<file path="src/rtl/multicycle_ctrl_if.sv">
// Control bus between the multicycle controller and the RV32I datapath.
// master: controller side (samples instr/Zero, drives the control lines).
// slave:  datapath side.
interface multicycle_ctrl_if;
    logic [31:0] instr;
    logic        Zero;
    logic        PCSrc;
    logic        ALUSrc;
    logic        RegWrite;
    logic        MemToReg;
    logic [3:0]  ALUCtrl;
    logic        loadPC;
    logic        MemRead;
    logic        MemWrite;
    logic        illegal;
    logic [2:0]  state;

    modport master (
        input  instr, Zero,
        output PCSrc, ALUSrc, RegWrite, MemToReg, ALUCtrl, loadPC,
               MemRead, MemWrite, illegal, state
    );

    modport slave (
        output instr, Zero,
        input  PCSrc, ALUSrc, RegWrite, MemToReg, ALUCtrl, loadPC,
               MemRead, MemWrite, illegal, state
    );
endinterface

</file>
<file path="src/rtl/multicycle_ctrl.sv">
// Multicycle control unit for the RV32I datapath.
// Sequences IF/ID/EX/MEM/WB per instruction; all control outputs are
// registered Moore outputs except PCSrc, which gates the live Zero flag in WB.
// Optional feature: define MULTICYCLE_CTRL_ILLEGAL_HALT_EN to halt on an
// unsupported instruction (sticky illegal flag); otherwise it runs as a NOP.
module multicycle_ctrl #(
    parameter logic [31:0] IR_RESET = 32'h00000013
) (
    input logic                clk,
    input logic                rst,
    multicycle_ctrl_if.master  bus
);

    typedef enum logic [2:0] {
        ST_IF   = 3'd0,
        ST_ID   = 3'd1,
        ST_EX   = 3'd2,
        ST_MEM  = 3'd3,
        ST_WB   = 3'd4,
        ST_HALT = 3'd5
    } state_e;

    localparam logic [3:0] ALU_AND = 4'b0000;
    localparam logic [3:0] ALU_OR  = 4'b0001;
    localparam logic [3:0] ALU_ADD = 4'b0010;
    localparam logic [3:0] ALU_SUB = 4'b0110;
    localparam logic [3:0] ALU_SLT = 4'b0111;
    localparam logic [3:0] ALU_SRL = 4'b1000;
    localparam logic [3:0] ALU_SLL = 4'b1001;
    localparam logic [3:0] ALU_SRA = 4'b1010;
    localparam logic [3:0] ALU_XOR = 4'b1101;

    state_e      state_q, state_d;
    logic [31:0] ir_q, ir_d;
    logic        alu_src_q, alu_src_d;
    logic [3:0]  alu_ctrl_q, alu_ctrl_d;
    logic        reg_write_q, reg_write_d;
    logic        mem_to_reg_q, mem_to_reg_d;
    logic        mem_read_q, mem_read_d;
    logic        mem_write_q, mem_write_d;
    logic        load_pc_q, load_pc_d;
    logic        beq_wb_q, beq_wb_d;
    logic        illegal_q, illegal_d;

    logic [6:0]  opcode, funct7;
    logic [2:0]  funct3;
    logic        dec_rtype, dec_itype, dec_lw, dec_sw, dec_beq, dec_legal;
    logic        dec_alu_src;
    logic [3:0]  dec_alu_ctrl;

    // Outputs are registered from the next state, so decoding looks at the IR
    // value that will be held next cycle rather than the current one.
    // Next IR: capture the fetched word on the IF->ID edge only.
    always_comb begin
        ir_d = (state_q == ST_IF) ? bus.instr : ir_q;
    end

    assign opcode = ir_d[6:0];
    assign funct3 = ir_d[14:12];
    assign funct7 = ir_d[31:25];

    // Instruction decode: class flags and ALU operation for supported encodings.
    always_comb begin
        dec_rtype    = 1'b0;
        dec_itype    = 1'b0;
        dec_lw       = 1'b0;
        dec_sw       = 1'b0;
        dec_beq      = 1'b0;
        dec_alu_ctrl = ALU_ADD;
        case (opcode)
            7'b0110011: begin
                if (funct7 == 7'b0000000) begin
                    dec_rtype = (funct3 != 3'b011);
                    case (funct3)
                        3'b001:  dec_alu_ctrl = ALU_SLL;
                        3'b010:  dec_alu_ctrl = ALU_SLT;
                        3'b100:  dec_alu_ctrl = ALU_XOR;
                        3'b101:  dec_alu_ctrl = ALU_SRL;
                        3'b110:  dec_alu_ctrl = ALU_OR;
                        3'b111:  dec_alu_ctrl = ALU_AND;
                        default: dec_alu_ctrl = ALU_ADD;
                    endcase
                end else if (funct7 == 7'b0100000) begin
                    if (funct3 == 3'b000) begin
                        dec_rtype    = 1'b1;
                        dec_alu_ctrl = ALU_SUB;
                    end else if (funct3 == 3'b101) begin
                        dec_rtype    = 1'b1;
                        dec_alu_ctrl = ALU_SRA;
                    end
                end
            end
            7'b0010011: begin
                case (funct3)
                    3'b000: dec_itype = 1'b1;
                    3'b010: begin dec_itype = 1'b1; dec_alu_ctrl = ALU_SLT; end
                    3'b100: begin dec_itype = 1'b1; dec_alu_ctrl = ALU_XOR; end
                    3'b110: begin dec_itype = 1'b1; dec_alu_ctrl = ALU_OR;  end
                    3'b111: begin dec_itype = 1'b1; dec_alu_ctrl = ALU_AND; end
                    3'b001: begin
                        if (funct7 == 7'b0000000) begin
                            dec_itype    = 1'b1;
                            dec_alu_ctrl = ALU_SLL;
                        end
                    end
                    3'b101: begin
                        if (funct7 == 7'b0000000) begin
                            dec_itype    = 1'b1;
                            dec_alu_ctrl = ALU_SRL;
                        end else if (funct7 == 7'b0100000) begin
                            dec_itype    = 1'b1;
                            dec_alu_ctrl = ALU_SRA;
                        end
                    end
                    default: dec_itype = 1'b0;
                endcase
            end
            7'b0000011: dec_lw  = (funct3 == 3'b010);
            7'b0100011: dec_sw  = (funct3 == 3'b010);
            7'b1100011: begin
                if (funct3 == 3'b000) begin
                    dec_beq      = 1'b1;
                    dec_alu_ctrl = ALU_SUB;
                end
            end
            default: dec_alu_ctrl = ALU_ADD;
        endcase
    end

    assign dec_legal   = dec_rtype | dec_itype | dec_lw | dec_sw | dec_beq;
    assign dec_alu_src = dec_itype | dec_lw | dec_sw;

    // Next-state sequencing.
    always_comb begin
        state_d = state_q;
        case (state_q)
            ST_IF:  state_d = ST_ID;
`ifdef MULTICYCLE_CTRL_ILLEGAL_HALT_EN
            ST_ID:  state_d = dec_legal ? ST_EX : ST_HALT;
            ST_HALT: state_d = ST_HALT;
`else
            ST_ID:  state_d = ST_EX;
            ST_HALT: state_d = ST_IF;
`endif
            ST_EX:  state_d = (dec_lw | dec_sw) ? ST_MEM : ST_WB;
            ST_MEM: state_d = ST_WB;
            ST_WB:  state_d = ST_IF;
            default: state_d = ST_IF;
        endcase
    end

    // Registered output values for the state being entered.
    always_comb begin
        logic in_exec;
        in_exec      = (state_d == ST_EX) || (state_d == ST_MEM) || (state_d == ST_WB);
        alu_src_d    = in_exec & dec_alu_src;
        alu_ctrl_d   = in_exec ? dec_alu_ctrl : ALU_ADD;
        mem_read_d   = (state_d == ST_MEM) & dec_lw;
        mem_write_d  = (state_d == ST_MEM) & dec_sw;
        reg_write_d  = (state_d == ST_WB) & (dec_rtype | dec_itype | dec_lw);
        mem_to_reg_d = (state_d == ST_WB) & dec_lw;
        load_pc_d    = (state_d == ST_WB);
        beq_wb_d     = (state_d == ST_WB) & dec_beq;
`ifdef MULTICYCLE_CTRL_ILLEGAL_HALT_EN
        illegal_d    = (state_d == ST_HALT);
`else
        illegal_d    = 1'b0;
`endif
    end

    // State, IR and output registers; reset abandons any in-flight instruction.
    always_ff @(posedge clk or posedge rst) begin
        if (rst) begin
            state_q      <= ST_IF;
            ir_q         <= IR_RESET;
            alu_src_q    <= 1'b0;
            alu_ctrl_q   <= ALU_ADD;
            reg_write_q  <= 1'b0;
            mem_to_reg_q <= 1'b0;
            mem_read_q   <= 1'b0;
            mem_write_q  <= 1'b0;
            load_pc_q    <= 1'b0;
            beq_wb_q     <= 1'b0;
            illegal_q    <= 1'b0;
        end else begin
            state_q      <= state_d;
            ir_q         <= ir_d;
            alu_src_q    <= alu_src_d;
            alu_ctrl_q   <= alu_ctrl_d;
            reg_write_q  <= reg_write_d;
            mem_to_reg_q <= mem_to_reg_d;
            mem_read_q   <= mem_read_d;
            mem_write_q  <= mem_write_d;
            load_pc_q    <= load_pc_d;
            beq_wb_q     <= beq_wb_d;
            illegal_q    <= illegal_d;
        end
    end

    assign bus.state    = state_q;
    assign bus.ALUSrc   = alu_src_q;
    assign bus.ALUCtrl  = alu_ctrl_q;
    assign bus.RegWrite = reg_write_q;
    assign bus.MemToReg = mem_to_reg_q;
    assign bus.MemRead  = mem_read_q;
    assign bus.MemWrite = mem_write_q;
    assign bus.loadPC   = load_pc_q;
    assign bus.illegal  = illegal_q;
    // Zero is only meaningful during WB, so it is gated live rather than registered.
    assign bus.PCSrc    = beq_wb_q & bus.Zero;

endmodule
</file>
<file path="src/flat_wrapper.sv">
// flat-port wrapper written by rule: the top's interface ports become plain ports
module multicycle_ctrl_flat 
#(
    parameter logic [31:0] IR_RESET = 32'h00000013
)
  (clk, rst, bus_instr, bus_Zero, bus_PCSrc, bus_ALUSrc, bus_RegWrite, bus_MemToReg, bus_ALUCtrl, bus_loadPC, bus_MemRead, bus_MemWrite, bus_illegal, bus_state);
  multicycle_ctrl_if bus_i ();
  input logic clk;
  input logic rst;
  input wire logic [$bits(bus_i.instr)-1:0] bus_instr;
  input wire logic [$bits(bus_i.Zero)-1:0] bus_Zero;
  output wire logic [$bits(bus_i.PCSrc)-1:0] bus_PCSrc;
  output wire logic [$bits(bus_i.ALUSrc)-1:0] bus_ALUSrc;
  output wire logic [$bits(bus_i.RegWrite)-1:0] bus_RegWrite;
  output wire logic [$bits(bus_i.MemToReg)-1:0] bus_MemToReg;
  output wire logic [$bits(bus_i.ALUCtrl)-1:0] bus_ALUCtrl;
  output wire logic [$bits(bus_i.loadPC)-1:0] bus_loadPC;
  output wire logic [$bits(bus_i.MemRead)-1:0] bus_MemRead;
  output wire logic [$bits(bus_i.MemWrite)-1:0] bus_MemWrite;
  output wire logic [$bits(bus_i.illegal)-1:0] bus_illegal;
  output wire logic [$bits(bus_i.state)-1:0] bus_state;
  assign bus_i.instr = bus_instr;
  assign bus_i.Zero = bus_Zero;
  assign bus_PCSrc = bus_i.PCSrc;
  assign bus_ALUSrc = bus_i.ALUSrc;
  assign bus_RegWrite = bus_i.RegWrite;
  assign bus_MemToReg = bus_i.MemToReg;
  assign bus_ALUCtrl = bus_i.ALUCtrl;
  assign bus_loadPC = bus_i.loadPC;
  assign bus_MemRead = bus_i.MemRead;
  assign bus_MemWrite = bus_i.MemWrite;
  assign bus_illegal = bus_i.illegal;
  assign bus_state = bus_i.state;
  multicycle_ctrl #(.IR_RESET(IR_RESET)) u_core (.clk(clk), .rst(rst), .bus(bus_i));
endmodule
</file>
<file path="config.mk">
export PLATFORM = sky130hd
export DESIGN_NAME = multicycle_ctrl_flat
export DESIGN_NICKNAME = d
export VERILOG_FILES = /design/src/rtl/multicycle_ctrl_if.sv /design/src/rtl/multicycle_ctrl.sv /design/src/flat_wrapper.sv
export SDC_FILE = /design/constraint.sdc
export NUM_CORES = 1
export LEC_CHECK = 0
export BUFFER_PORTS_ARGS = -buffer_cell sky130_fd_sc_hd__clkbuf_2
export CORE_MARGIN = 5
export CORE_UTILIZATION = 50
export DETAILED_ROUTE_END_ITERATION = 10
export GPL_TIMING_DRIVEN = 1
export PLACE_DENSITY = 0.86
export SLEW_MARGIN = 5
export SYNTH_ARGS = -nofsm -noshare
export SYNTH_HDL_FRONTEND = slang
export SYNTH_SLANG_ARGS = --single-unit
</file>
<file path="constraint.sdc">
create_clock -name clk -period 2.54 [get_ports clk]
set_input_delay 0.127 -clock clk [delete_from_list [all_inputs] [get_ports clk]]
set_output_delay 0.127 -clock clk [all_outputs]
set_load 0.01 [all_outputs]
</file>
==> results of run 1 <==
## cells in the final DEF (no fill, tap or decap), types with 6 or more instances in the layout
master                     count
sky130_fd_sc_hd__nand2_1      41
sky130_fd_sc_hd__a21oi_1      13
sky130_fd_sc_hd__o21ai_0       6
sky130_fd_sc_hd__buf_4        12
sky130_fd_sc_hd__nor2b_1       6
sky130_fd_sc_hd__nor3_1        7
sky130_fd_sc_hd__clkbuf_2     33
sky130_fd_sc_hd__dfrtp_1      27
sky130_fd_sc_hd__inv_1        10
## worst max path at each step
| stage | startpoint | endpoint | cells after the start |
|---|---|---|---|
| global route | u_core.bus.state[0] | u_core.beq_wb_q | 8 |
| detailed placement | u_core.bus.state[0] | u_core.bus.ALUCtrl[0] | 7 |
| floorplan | u_core.bus.state[0] | u_core.bus.state[1] | 6 |
| global placement | u_core.bus.state[0] | u_core.beq_wb_q | 6 |
| CTS | u_core.bus.state[0] | u_core.bus.ALUCtrl[0] | 7 |
| finish | u_core.bus.state[0] | u_core.beq_wb_q | 8 |
## final cells by class
| cell class | count | share of cell area, % |
|---|---|---|
| well taps | 46 | 2.73 |
| clock inverters | 2 | 1.66 |
| clock buffers | 6 | 2.44 |
| flip-flops and latches | 31 | 37.1 |
| inverters | 10 | 1.78 |
| repair buffers | 51 | 15.5 |
| multi-input cells | 136 | 38.8 |
## power groups by stage
stage | sequential [W] | combinational (W) | clock, W
after global routing | 0.000819 | 0.00142 | 0.000423
after CTS | 0.000799 | 0.00127 | 0.000403
final | 0.000802 | 0.00129 | 0.000396
after global placement | 0.000798 | 0.00122 | 0
after detailed placement | 0.000808 | 0.00125 | 0
after floorplan | 0.000802 | 0.000828 | 0
## metrics by stage
stage | hold WS [ns] | setup WS, ns | cells
floorplan | 0.210 | 0.137 | 184
global placement | 0.320 | 0.112 | 269
detailed placement | 0.322 | 0.0600 | 269
CTS | 0.000259 | 0.0352 | 282
global route | 0.00642 | 0.0338 | 282
finish | 0.00750 | 0.143 | 282
## cell usage after synthesis, types with 2 or more instances
cell / n
sky130_fd_sc_hd__nor3_1: 8
sky130_fd_sc_hd__or3b_1: 2
sky130_fd_sc_hd__clkbuf_1: 2
sky130_fd_sc_hd__nor3b_1: 4
sky130_fd_sc_hd__xnor2_1: 3
sky130_fd_sc_hd__nor4_1: 5
sky130_fd_sc_hd__o21ai_0: 6
sky130_fd_sc_hd__nor2b_1: 6
sky130_fd_sc_hd__a211oi_1: 2
sky130_fd_sc_hd__a21oi_1: 13
sky130_fd_sc_hd__or3_1: 2
sky130_fd_sc_hd__nor2_1: 5
sky130_fd_sc_hd__inv_1: 10
sky130_fd_sc_hd__o32a_1: 2
sky130_fd_sc_hd__buf_1: 2
sky130_fd_sc_hd__and2_1: 3
sky130_fd_sc_hd__nand3_1: 5
sky130_fd_sc_hd__nand4bb_1: 2
sky130_fd_sc_hd__nand2_1: 41
sky130_fd_sc_hd__nand2b_1: 2
sky130_fd_sc_hd__dfstp_2: 4
sky130_fd_sc_hd__dfrtp_1: 27
sky130_fd_sc_hd__mux2_2: 3
sky130_fd_sc_hd__o21bai_1: 2
## per-layer routing
metal	share of wire [%]	vias to the layer above
met1	42	703
met3	6.5	8
met5	0	-
met2	50	52
li1	-	747
met4	1.4	0
## cells by family (layout without fill, tap and decap cells)
group / Yosys count / after routing / synth area share (%)
adder cells (fa/ha/maj): 1 / 1 / 0.602
other: 1 / 1 / 0.225
AND/OR/NAND/NOR: 92 / 92 / 28.7
flip-flops: 31 / 31 / 46.9
buffers and inverters: 17 / 69 / 4.59
XOR/XNOR: 3 / 3 / 1.58
AO/OA/AOI/OAI: 33 / 33 / 12.6
multiplexers: 6 / 6 / 4.81
## worst reg2reg max path, delay by kind of cell, from the launching register on
family	cells	cell delay (ns)
buf+inv	2	0.38
simple gates	4	0.89
flops	1	0.39
compound gates	2	0.63
## registers in the layout, indices dropped and copies added, names as in the netlist
signal / flops
u_core.beq_wb_q: 1
u_core.bus.ALUCtrl: 4
u_core.bus.ALUSrc: 1
u_core.bus.MemRead: 1
u_core.bus.MemToReg: 1
u_core.bus.MemWrite: 1
u_core.bus.RegWrite: 1
u_core.bus.loadPC: 1
u_core.bus.state: 3
u_core.ir_q: 17
## what timing repair did
| action | 4_1_cts | 5_1_grt |
|---|---|---|
| hold endpoints to repair | 5 | 0 |
| endpoints found under the setup margin | 0 | 4 |
| gates resized for setup | 0 | 1 |
| hold buffers | 5 | 0 |
==> key figures, run 1 <==
Synth
  • Synthesized Nets: 219
  • Ys Warns: 0
  • Synth top area cells: sky130_fd_sc_hd__dfrtp_1 (41%), sky130_fd_sc_hd__nand2_1 (9.2%), sky130_fd_sc_hd__dfstp_2 (6.3%), sky130_fd_sc_hd__a21oi_1 (3.9%), sky130_fd_sc_hd__nor3_1 (2.4%)
  • Cell accounting for the most synthesized area: sky130_fd_sc_hd__dfrtp_1
  • Synthesized instance count: roughly 180
  • Number of flops mapped to enable cells by yosys: 0
  • Post-Syn Area per Cell: around 9.0 um^2
  • Sequential area share after synthesis: about 47%
  • Summed instance area of the synthesized netlist: about 1700 um^2
  • Count of cell types in the netlist: 47
  • Synthesis-stage register bit count: 31
  • Post-synth top area share: 40.6%
  • Share of async-settable or async-resettable flops after synthesis: 100%
  • Top FF cell, synth: sky130_fd_sc_hd__dfrtp_1

Floorplan
  • Io pins: 50
  • Core outline area: about 3300 um^2
  • Die H: 67.7 um
  • Die boundary width: ~68 um
  • Die area: approximately 4600 um^2
  • Std cell rows: 21
  • Effective utilization at floorplan: between 50% and 60%

Layout
  • Area delta synth->final: 26.5%
  • Final core utilization: between 60 and 70%
  • Final non-filler cell area: approximately 2100 um^2
  • Net count reported at finish: 270
  • Combined area of the multi-input logic cells: 817 um^2
  • Fraction of final layout cells with drive strength greater than 1: 28.4%
  • Sequential cell area: ~780 um^2
  • Filler cells: ~270
  • Antenna diode count: 0

Timing
  • Setup TNS: 0 ns
  • Fin crit share: a little over nine tenths
  • RSZ-0062 raised after global routing: no
  • Max_slew headroom: ~29%
  • Clock Skews: approximately 0.011 ns
  • Peak Freq: around 420 MHz
  • Count of endpoints failing setup in the final report: 0
  • Final critical delay including setup and external delays: roughly 2.4 ns
  • Max-slew violation total from the final report: 0
  • Slew at the pin closest to its max-slew limit: roughly 1.1 ns
  • Final hold violations: 0

Critical path
  • Cell Chain, Critical Path: buf_4 -> nor3_2 -> buf_4 -> nand2_1 -> o32a_1 -> or3_4 -> o21ai_0 -> nor3b_1
  • Logic depth of the worst register-to-register path: 8
  • Startpoint of the worst register-to-register path: u_core.bus.state[0]
  • Buf/Inv on CP: 2
  • Endpoint arrival time on the critical path: about 2.6 ns
  • Type of the worst setup path: reg -> reg
  • RR Endpoint: u_core.beq_wb_q
  • Top cell by count, worst path: sky130_fd_sc_hd__buf_4
  • Cell type of the slowest stage on the worst timing path: sky130_fd_sc_hd__o21ai_0
  • CP delay by family, top: simple AND/OR/NAND/NOR gates
  • Data required time of the critical path: 2.74 ns
  • Slack of the worst reg-to-reg path: 0.14 ns
  • Category of the worst setup path launch point: register
  • Kind of end point of the critical path: register
  • Largest stage delay, worst path: approximately 0.4 ns
  • Crit Path Max Fanout: 9

CTS
  • Root Driver: sky130_fd_sc_hd__clkbuf_4
  • Skew-Pair Late Insertion Delay: roughly 0.33 ns
  • Clock tree from TritonCTS: done
  • Clock tree buffer depth: 2
  • Clock sink total: 31
  • CTS H-tree depth: 2
  • Post-CTS Setup Inserts: 0
  • CTS buffer count: 5
  • Clock-pin slew on the worst setup and hold paths: roughly 0.10 ns

Pwr
  • Pwr per Cell Area: 1180 nW/um^2
  • Switching power: 0.00101 W
  • Relative contribution of sequential cells to total power: 32.3%
  • Tot Pwr: about 0.0025 W
  • Fraction of power spent switching nets: 40.8%
  • Maximum vdd drop: about 630 uV
  • Static leakage: about 1.0 nW
  • Clk network pwr share: 15.9%
  • P_int: 0.00147 W
  • Gate power share: about half

Job
  • Number of maximum-capacitance constraint violations: 0

GRT
  • GRT Max-Usage Layer: met2
  • Met2 Track Usage GR: just over 30%
  • Vias in the first global route: about 1,400
  • Leftover overflow at the end of global routing: 0
  • Number of antenna violations at the first check in global routing: 0
  • Global-route met3 utilization: about 4.0%
  • Largest net degree at the start of global routing: 31
  • Global Route met1 Usage: between 20% and 30%
  • First-pass GRT wire length: 5980 um
  • Overall fraction of global-route tracks in use: 17.5%

Drt
  • Number of vias in the routed layout: roughly 1,500
  • Post-DR vias/cell: roughly 5.4
  • Number of DRC markers after the initial detailed-route iteration: just under 100
  • Routed wire length: 3760 um
  • Final routed DRC violation total: 0
  • Antenna violation net count after detailed routing: 0
  • First drt pass iteration count: 4
  • Routed length per placed instance: roughly 13 um

Placed design
  • Placed cell areas: 1960 um^2
  • Number of port buffers: 33
  • HPWL after detailed placement: approximately 2700 um
  • Gp weighted congestion: roughly 0.88

Min path
  • Min-Delay Path Class: in -> reg
  • Worst hold endpoint: u_core.ir_q[25]
  • Min-Delay Path Depth: 3
  • Hold Crit Start: bus_instr[25]

Run status
  • Outcome: complete, no violations
Power figures use the tool's default switching activity.
==> run 2: changes to the inputs <==
--- a/config.mk
+++ b/config.mk
@@ -5,12 +5,13 @@
 export SDC_FILE = /design/constraint.sdc
 export NUM_CORES = 1
 export LEC_CHECK = 0
+export ABC_AREA = 1
 export BUFFER_PORTS_ARGS = -buffer_cell sky130_fd_sc_hd__clkbuf_2
 export CORE_MARGIN = 5
 export CORE_UTILIZATION = 50
 export DETAILED_ROUTE_END_ITERATION = 10
 export GPL_TIMING_DRIVEN = 1
-export PLACE_DENSITY = 0.86
+export PLACE_DENSITY = 0.85
 export SLEW_MARGIN = 5
 export SYNTH_ARGS = -nofsm -noshare
 export SYNTH_HDL_FRONTEND = slang
==> constraint.sdc (replaced) <==
create_clock -name clk -period 2.54 [get_ports clk]
set_input_delay 0.508 -clock clk [delete_from_list [all_inputs] [get_ports clk]]
set_output_delay 0.508 -clock clk [all_outputs]
set_load 0.01 [all_outputs]
==> run 2 against run 1 <==
Against the previous run:
- routed wire length shrank 6.8%
- worst setup slack gained 0.33 ns
- final area shrank 2.3%
- register-to-register slack gained 0.33 ns
- sequential power shrank 7.4%
- largest cell class unchanged
- synthesized cell count grew 25%
- total power shrank 6.0%
- largest power group unchanged
- highest routed layer unchanged
- non-clock buffer count shrank 13
- first-iteration DRC count shrank 44%
- die area grew 7.5%
==> key figures, run 2 <==
Run status
  • Outcome: complete, no violations

Min path
  • Min-Delay Path Class: in -> async

Synth
  • Top FF cell, synth: sky130_fd_sc_hd__dfrtp_1
  • Synthesis-stage register bit count: 31 (unchanged)
  • Synthesized instance count: 230 (+25%)
  • Cell accounting for the most synthesized area: sky130_fd_sc_hd__dfrtp_1
  • Count of cell types in the netlist: 29 (-38%)
  • Post-synth top cells: sky130_fd_sc_hd__nand2_1 (63), sky130_fd_sc_hd__inv_1 (32), sky130_fd_sc_hd__dfrtp_1 (27)
  • Synthesized Nets: 265 (+21%)
  • Post-synth top area share: 37.3% (-3.3 points)
  • Summed instance area of the synthesized netlist: 1810 um^2 (+8.9%)
  • Post-Syn Area per Cell: 7.88 um^2 (-13%)
  • Sequential area share after synthesis: 43.1% (-3.8 points)
  • Ys Warns: 0 (unchanged)
  • Number of flops mapped to enable cells by yosys: 0 (unchanged)
  • Share of async-settable or async-resettable flops after synthesis: 100% (unchanged)
  • Synth top area cells: sky130_fd_sc_hd__dfrtp_1 (37%), sky130_fd_sc_hd__nand2_1 (13%), sky130_fd_sc_hd__inv_1 (6.6%), sky130_fd_sc_hd__dfstp_2 (5.8%), sky130_fd_sc_hd__nand3_2 (5.5%)
  • Leading cell type by number of instances after synthesis: sky130_fd_sc_hd__nand2_1

Layout
  • Number of flip-flops under the largest register name: 17 (unchanged)
  • Combined area of the multi-input logic cells: 821 um^2 (+0.46%)
  • Final core utilization: 60.2% (-3.9 points)
  • Net count reported at finish: 303 (+12%)
  • Register name with the most flops: u_core.ir_q
  • Most common cell after layout, fill and taps aside: sky130_fd_sc_hd__nand2_1
  • Final non-filler cell area: 2060 um^2 (-2.3%)
  • Filler cells: 309 (+13%)
  • Sequential cell area: 781 um^2 (unchanged)
  • Fraction of final layout cells with drive strength greater than 1: 33.1% (+4.7 points)
  • Area delta synth->final: 13.5%
  • Antenna diode count: 0 (unchanged)
  • Commonest cells after routing, fill and taps aside: sky130_fd_sc_hd__nand2_1 (63), sky130_fd_sc_hd__clkbuf_2 (33), sky130_fd_sc_hd__inv_1 (32), sky130_fd_sc_hd__dfrtp_1 (27), sky130_fd_sc_hd__nor2_1 (18)

GRT
  • Overall fraction of global-route tracks in use: 15.7% (-1.7 points)
  • Largest net degree at the start of global routing: 32 (+3.2%)
  • Vias in the first global route: 1,520 (+12%)
  • Leftover overflow at the end of global routing: 0 (unchanged)
  • Number of antenna violations at the first check in global routing: 0 (unchanged)
  • First-pass GRT wire length: 6230 um (+4.1%)

Critical path
  • Endpoint arrival time on the critical path: 2.30 ns (-0.30 ns)
  • Kind of end point of the critical path: register
  • Slack of the worst reg-to-reg path: 0.47 ns (+0.33 ns)
  • Data required time of the critical path: 2.77 ns (+0.03 ns)
  • Crit Path Max Fanout: 20 (+11)
  • Category of the worst setup path launch point: register
  • Type of the worst setup path: reg -> reg

Drt
  • Routed length per placed instance: 11.1 um (-17%)
  • Routed wire length: 3500 um (-6.8%)
  • Antenna violation net count after detailed routing: 0 (unchanged)
  • Number of DRC markers after the initial detailed-route iteration: 55 (-44%)
  • Final routed DRC violation total: 0 (unchanged)
  • Number of vias in the routed layout: 1,527 (+1.1%)
  • Post-DR vias/cell: 4.85 (-9.5%)
  • First drt pass iteration count: 6 (+2)

Floorplan
  • Io pins: 50 (unchanged)
  • Std cell rows: 21 (unchanged)
  • Core outline area: 3420 um^2 (+4.0%)
  • Die boundary width: 70.2 um (+3.7%)
  • Effective utilization at floorplan: 53.0% (+2.4 points)
  • Die H: 70.2 um (+3.7%)
  • Die area: 4930 um^2 (+7.5%)

Timing
  • Clock Skews: 0.00816 ns (-0.00317 ns)
  • Final critical delay including setup and external delays: 2.07 ns (-0.326 ns)
  • RSZ-0062 raised after global routing: no
  • Count of endpoints failing setup in the final report: 0 (unchanged)
  • Setup TNS: 0 ns (unchanged)
  • Peak Freq: 483 MHz (+16%)
  • Max-slew violation total from the final report: 0 (unchanged)
  • Worst hold slack: 0.209 ns (+0.202 ns)
  • Fin crit share: 81.5% (-13 points)
  • Final hold violations: 0 (unchanged)

CTS
  • CTS buffer count: 5 (unchanged)
  • Clock tree buffer depth: 2 (unchanged)
  • Clock sink total: 31 (unchanged)
  • Clock-pin slew on the worst setup and hold paths: 0.10 ns (about the same)
  • CTS H-tree depth: 2 (unchanged)
  • Root Driver: sky130_fd_sc_hd__clkbuf_4
  • CTS Hold Bufs: 0 (-5)
  • Skew-Pair Late Insertion Delay: 0.33 ns (about the same)
  • Post-CTS Setup Inserts: 0 (unchanged)
  • Clock tree from TritonCTS: done
  • CTS resizes: 0 (unchanged)

Pwr
  • Static leakage: 1.14 nW (+13%)
  • Maximum vdd drop: 863 uV (+37%)
  • Pwr per Cell Area: 1140 nW/um^2 (-3.9%)

Placed design
  • Placed cell areas: 2000 um^2 (+2.1%)
  • Gp weighted congestion: 0.865 (-2.0%)
  • Number of port buffers: 33 (unchanged)
  • HPWL after detailed placement: 2660 um (-1.3%)

Job
  • Number of maximum-capacitance constraint violations: 0 (unchanged)
## run 2: final timing paths
path	start	end	cells past startpoint
min in group clk	bus_instr[1]	u_core.ir_q[1]	3
max in group asynchronous	rst	u_core.ir_q[0]	3
max reg2reg	u_core.bus.state[0]	u_core.bus.RegWrite	13
max	u_core.bus.state[0]	u_core.bus.RegWrite	13
min reg2reg	u_core.ir_q[1]	u_core.ir_q[1]	2
min	rst	u_core.ir_q[28]	3
## run 2: worst max-delay path, cell delays in order, from the launching register on
cell and delay (ns):
sky130_fd_sc_hd__dfrtp_1 0.47, sky130_fd_sc_hd__nor2_2 0.07, sky130_fd_sc_hd__buf_4 0.18, sky130_fd_sc_hd__nand2_1 0.06, sky130_fd_sc_hd__buf_4 0.24, sky130_fd_sc_hd__nand2_1 0.13
sky130_fd_sc_hd__nand2_4 0.12, sky130_fd_sc_hd__nand3_1 0.10, sky130_fd_sc_hd__inv_1 0.10, sky130_fd_sc_hd__nand3_2 0.11, sky130_fd_sc_hd__o21ai_2 0.21, sky130_fd_sc_hd__inv_2 0.05
sky130_fd_sc_hd__nand2_1 0.07, sky130_fd_sc_hd__nand2_1 0.04
## run 2: layout make-up
type / count / share of cell area, %
Clock buffer: 5 / 1.82
Clock inverter: 3 / 0.730
Inverter: 38 / 6.93
Multi-Input combinational cell: 154 / 39.9
Sequential cell: 31 / 38.0
Tap cell: 46 / 2.80
Timing Repair Buffer: 38 / 9.85
## run 2: cell families after synthesis
group                  count (synthesis)  synth area share [%]
buffers and inverters                 45                  11.6
and+or+nand+nor                      138                  39.7
DFF                                   31                  43.1
AOI/OAI and AO/OA                     15                  5.39
other                                  1                 0.207
## run 2: report_power, final
group | switching (W) | internal (W)
Clock | 0.000169 | 0.000103
Combinational | 0.000908 | 0.000412
Sequential | 0.0000701 | 0.000673
## run 2: routing by layer
layer	wire (um)	global-route usage, %	part of all wire (%)
met4	56	6.17	1.6
met5	0	0	0
met2	1730	27.8	49
met1	1540	17.4	44
met3	169	5.02	4.8
## run 2: through the flow
| step | worst slack (ns) | total power (W) | instances |
|---|---|---|---|
| floorplan | 0.861 | 0.00187 | 230 |
| global placement | 0.542 | 0.00203 | 307 |
| detailed placement | 0.472 | 0.00207 | 307 |
| CTS | 0.463 | 0.00235 | 315 |
| global route | 0.253 | 0.00257 | 315 |
| finish | 0.469 | 0.00234 | 315 |
==> run 3: changes to the inputs <==
--- a/config.mk
+++ b/config.mk
@@ -8,10 +8,10 @@
 export ABC_AREA = 1
 export BUFFER_PORTS_ARGS = -buffer_cell sky130_fd_sc_hd__clkbuf_2
 export CORE_MARGIN = 5
-export CORE_UTILIZATION = 50
+export CORE_UTILIZATION = 47
 export DETAILED_ROUTE_END_ITERATION = 10
 export GPL_TIMING_DRIVEN = 1
-export PLACE_DENSITY = 0.85
+export PLACE_DENSITY = 0.84
 export SLEW_MARGIN = 5
 export SYNTH_ARGS = -nofsm -noshare
 export SYNTH_HDL_FRONTEND = slang
==> constraint.sdc (replaced) <==
create_clock -name clk -period 1.7 [get_ports clk]
set_input_delay 0.34 -clock clk [delete_from_list [all_inputs] [get_ports clk]]
set_output_delay 0.34 -clock clk [all_outputs]
set_load 0.01 [all_outputs]
==> run 3 against run 2 <==
Against the previous run:
- the run now ends with negative setup slack left
- final cell count is 10% higher
- clock power is 100% higher
- routed wire length is 25% higher
- via count is 12% higher
- critical path depth stayed put
- clock skew is 0.0015 ns lower
- first-iteration DRC count is 56% higher
- critical endpoint unchanged
- worst setup slack worse by 0.61 ns
- final area is 23% higher
- clock-buffer cell count is 2 higher
- largest cell class unchanged
- die area is 5.5% higher
==> key figures, run 3 (same netlist as run 2, synthesis figures left out) <==
Drt
  • Routed length per placed instance: 12.6 um (+13%)
  • Antenna violation net count after detailed routing: 0 (unchanged)
  • Number of DRC markers after the initial detailed-route iteration: 86 (+56%)
  • Number of vias in the routed layout: 1,717 (+12%)
  • Final routed DRC violation total: 0 (unchanged)
  • Post-DR vias/cell: 4.95 (+2.1%)
  • Routed wire length: 4370 um (+25%)
  • First drt pass iteration count: 4 (-2)

Pwr
  • Fraction of power spent switching nets: 45.1% (-4.0 points)
  • Static leakage: 1.37 nW (+20%)
  • Relative contribution of sequential cells to total power: 22.7% (-9.1 points)
  • Switching power: 0.00220 W (+91%)
  • Gate power share: 65.9% (+9.4 points)
  • Clk network pwr share: 11.4% (-0.3 points)
  • Maximum vdd drop: 1230 uV (+43%)
  • Tot Pwr: 0.00487 W (+110%)
  • P_int: 0.00267 W (+120%)
  • Pwr per Cell Area: 1920 nW/um^2 (+69%)

GRT
  • Overall fraction of global-route tracks in use: 17.1% (+1.3 points)
  • Leftover overflow at the end of global routing: 0 (unchanged)
  • Vias in the first global route: 1,668 (+9.7%)
  • Number of antenna violations at the first check in global routing: 0 (unchanged)
  • First-pass GRT wire length: 6930 um (+11%)
  • Largest net degree at the start of global routing: 32 (unchanged)

Critical path
  • Crit Path Max Fanout: 8 (-60%)
  • RR Endpoint: u_core.bus.RegWrite
  • Logic depth of the worst register-to-register path: 13 (unchanged)
  • Kind of end point of the critical path: register
  • Type of the worst setup path: reg -> reg
  • Data required time of the critical path: 1.87 ns (-0.90 ns)
  • Slack of the worst reg-to-reg path: -0.14 ns (-0.61 ns)
  • Startpoint of the worst register-to-register path: u_core.bus.state[0]
  • Category of the worst setup path launch point: register
  • Endpoint arrival time on the critical path: 2.01 ns (-0.29 ns)

Layout
  • Most common cell after layout, fill and taps aside: sky130_fd_sc_hd__nand2_1
  • Antenna diode count: 0 (unchanged)
  • Commonest cells after routing, fill and taps aside: sky130_fd_sc_hd__nand2_1 (49), sky130_fd_sc_hd__clkbuf_2 (33), sky130_fd_sc_hd__inv_1 (28), sky130_fd_sc_hd__buf_4 (27), sky130_fd_sc_hd__dfrtp_1 (27)
  • Net count reported at finish: 333 (+9.9%)
  • Area delta synth->final: 39.9%
  • Final core utilization: 68.7% (+8.5 points)
  • Number of flip-flops under the largest register name: 17 (unchanged)
  • Fraction of final layout cells with drive strength greater than 1: 49.5% (+16 points)
  • Register name with the most flops: u_core.ir_q
  • Filler cells: 290 (-6.1%)

Timing
  • Setup TNS: -0.615 ns (-0.615 ns)
  • Clock Skews: 0.00662 ns (-0.00153 ns)
  • Fin crit share: 108% (+27 points)
  • Count of endpoints failing setup in the final report: 8 (+8)
  • Setup WS post-layout: -0.138 ns (-0.607 ns)
  • Max-slew violation total from the final report: 0 (unchanged)
  • Final hold violations: 0 (unchanged)
  • Final critical delay including setup and external delays: 1.84 ns (-0.233 ns)
  • Peak Freq: 544 MHz (+13%)
  • RSZ-0062 raised after global routing: yes

Floorplan
  • Effective utilization at floorplan: 49.1% (-3.9 points)
  • Io pins: 50 (unchanged)
  • Die boundary width: 72.1 um (+2.7%)
  • Core outline area: 3690 um^2 (+8.0%)
  • Die area: 5200 um^2 (+5.5%)
  • Std cell rows: 22 (+4.8%)
  • Die H: 72.1 um (+2.7%)

Min path
  • Min-Delay Path Class: in -> async

CTS
  • Clock sink total: 31 (unchanged)
  • CTS buffer count: 5 (unchanged)
  • Skew-Pair Late Insertion Delay: 0.29 ns (-0.04 ns)
  • CTS H-tree depth: 2 (unchanged)
  • Root Driver: sky130_fd_sc_hd__clkbuf_8
  • Clock tree from TritonCTS: done
  • Clock-pin slew on the worst setup and hold paths: 0.06 ns (-0.04 ns)
  • CTS Hold Bufs: 0 (unchanged)
  • Clock tree buffer depth: 2 (unchanged)

Job
  • Number of maximum-capacitance constraint violations: 0 (unchanged)

Placed design
  • Gp weighted congestion: 0.844 (-2.5%)
  • Number of port buffers: 33 (unchanged)
  • HPWL after detailed placement: 2760 um (+3.6%)
  • Worst setup slack after placement: -0.139 ns (-0.611 ns)

Run status
  • Violated checks: negative setup slack
  • Outcome: finished, violations left
run 3: cell count changes in the layout (fill, tap and decap cells not counted), moves of 5 or more:
cell	previous run	this run
sky130_fd_sc_hd__buf_4	5	27
sky130_fd_sc_hd__nand2_1	63	49
sky130_fd_sc_hd__nand2_2	12	19
sky130_fd_sc_hd__nand2_4	1	8
sky130_fd_sc_hd__nand3_1	16	10
sky130_fd_sc_hd__clkbuf_4	5	0
sky130_fd_sc_hd__clkbuf_8	0	5
sky130_fd_sc_hd__nand3_2	10	15
run 3: how the worst max path moves through the flow:
stage / startpoint / slack (ns) / end / cells after the start
2_1_floorplan: u_core.bus.state[0] / 0.02 / u_core.bus.RegWrite / 11
3_3_place_gp: u_core.bus.state[0] / -0.08 / u_core.bus.RegWrite / 11
3_5_place_dp: u_core.bus.state[0] / -0.14 / u_core.bus.RegWrite / 13
4_1_cts: u_core.bus.state[2] / -0.07 / u_core.bus.MemWrite / 10
5_1_grt: u_core.bus.state[0] / -0.28 / u_core.bus.RegWrite / 12
6_report: u_core.bus.state[0] / -0.14 / u_core.bus.RegWrite / 13
run 3: metrics by stage:
step	area, um^2	hold WS, ns	instances
detailed placement	2180	0.433	329
CTS	2380	0.120	340
floorplan	1810	0.441	230
global placement	2180	0.419	329
global route	2530	0.147	347
finish	2530	0.107	347
run 3: critical path, stage by stage (launching register included):
cell and delay [ns]:
sky130_fd_sc_hd__dfrtp_1 0.40, sky130_fd_sc_hd__nor2_4 0.21, sky130_fd_sc_hd__buf_8 0.18, sky130_fd_sc_hd__nand3b_1 0.12, sky130_fd_sc_hd__nand2_4 0.12, sky130_fd_sc_hd__nand2_1 0.07, sky130_fd_sc_hd__nor2_2 0.19, sky130_fd_sc_hd__nand3_2 0.11
sky130_fd_sc_hd__nand2_2 0.08, sky130_fd_sc_hd__inv_2 0.03, sky130_fd_sc_hd__nand2_1 0.04, sky130_fd_sc_hd__nand2_1 0.07, sky130_fd_sc_hd__nand2_1 0.06, sky130_fd_sc_hd__nand2_1 0.05
run 3: timing repair:
item,in CTS,in global routing
setup endpoints to repair,14,14
pin swaps,11,18
setup buffers,2,6
resized for setup,25,27
gates cloned,1,1
run 3: power groups by stage:
stage	clock network (W)	registers, W	logic (W)
after CTS	0.000566	0.00111	0.00280
after global placement	0	0.00109	0.00244
final	0.000553	0.00111	0.00321
after global routing	0.000601	0.00114	0.00350
after detailed placement	0	0.00110	0.00249
after floorplan	0	0.00112	0.00167
run 3: metal layers:
| layer | vias to the layer above | GRT usage (%) | wire (um) | share of wire [%] |
|---|---|---|---|---|
| met1 | 807 | 19.6 | 1770 | 40 |
| met5 | - | 0 | 0 | 0 |
| met2 | 54 | 28.4 | 2210 | 51 |
| met3 | 12 | 5.96 | 281 | 6.4 |
| li1 | 844 | - | - | - |
| met4 | 0 | 7.93 | 108 | 2.5 |
run 3: layout make-up:
cell class	count	area, um^2	area share (%)
clock buffers	7	76.3	3.01
clock inverters	1	5.00	0.197
inverters	38	143	5.63
multi-input cells	154	977	38.5
flip-flops and latches	31	781	30.8
well taps	48	60.1	2.37
repair buffers	68	493	19.4
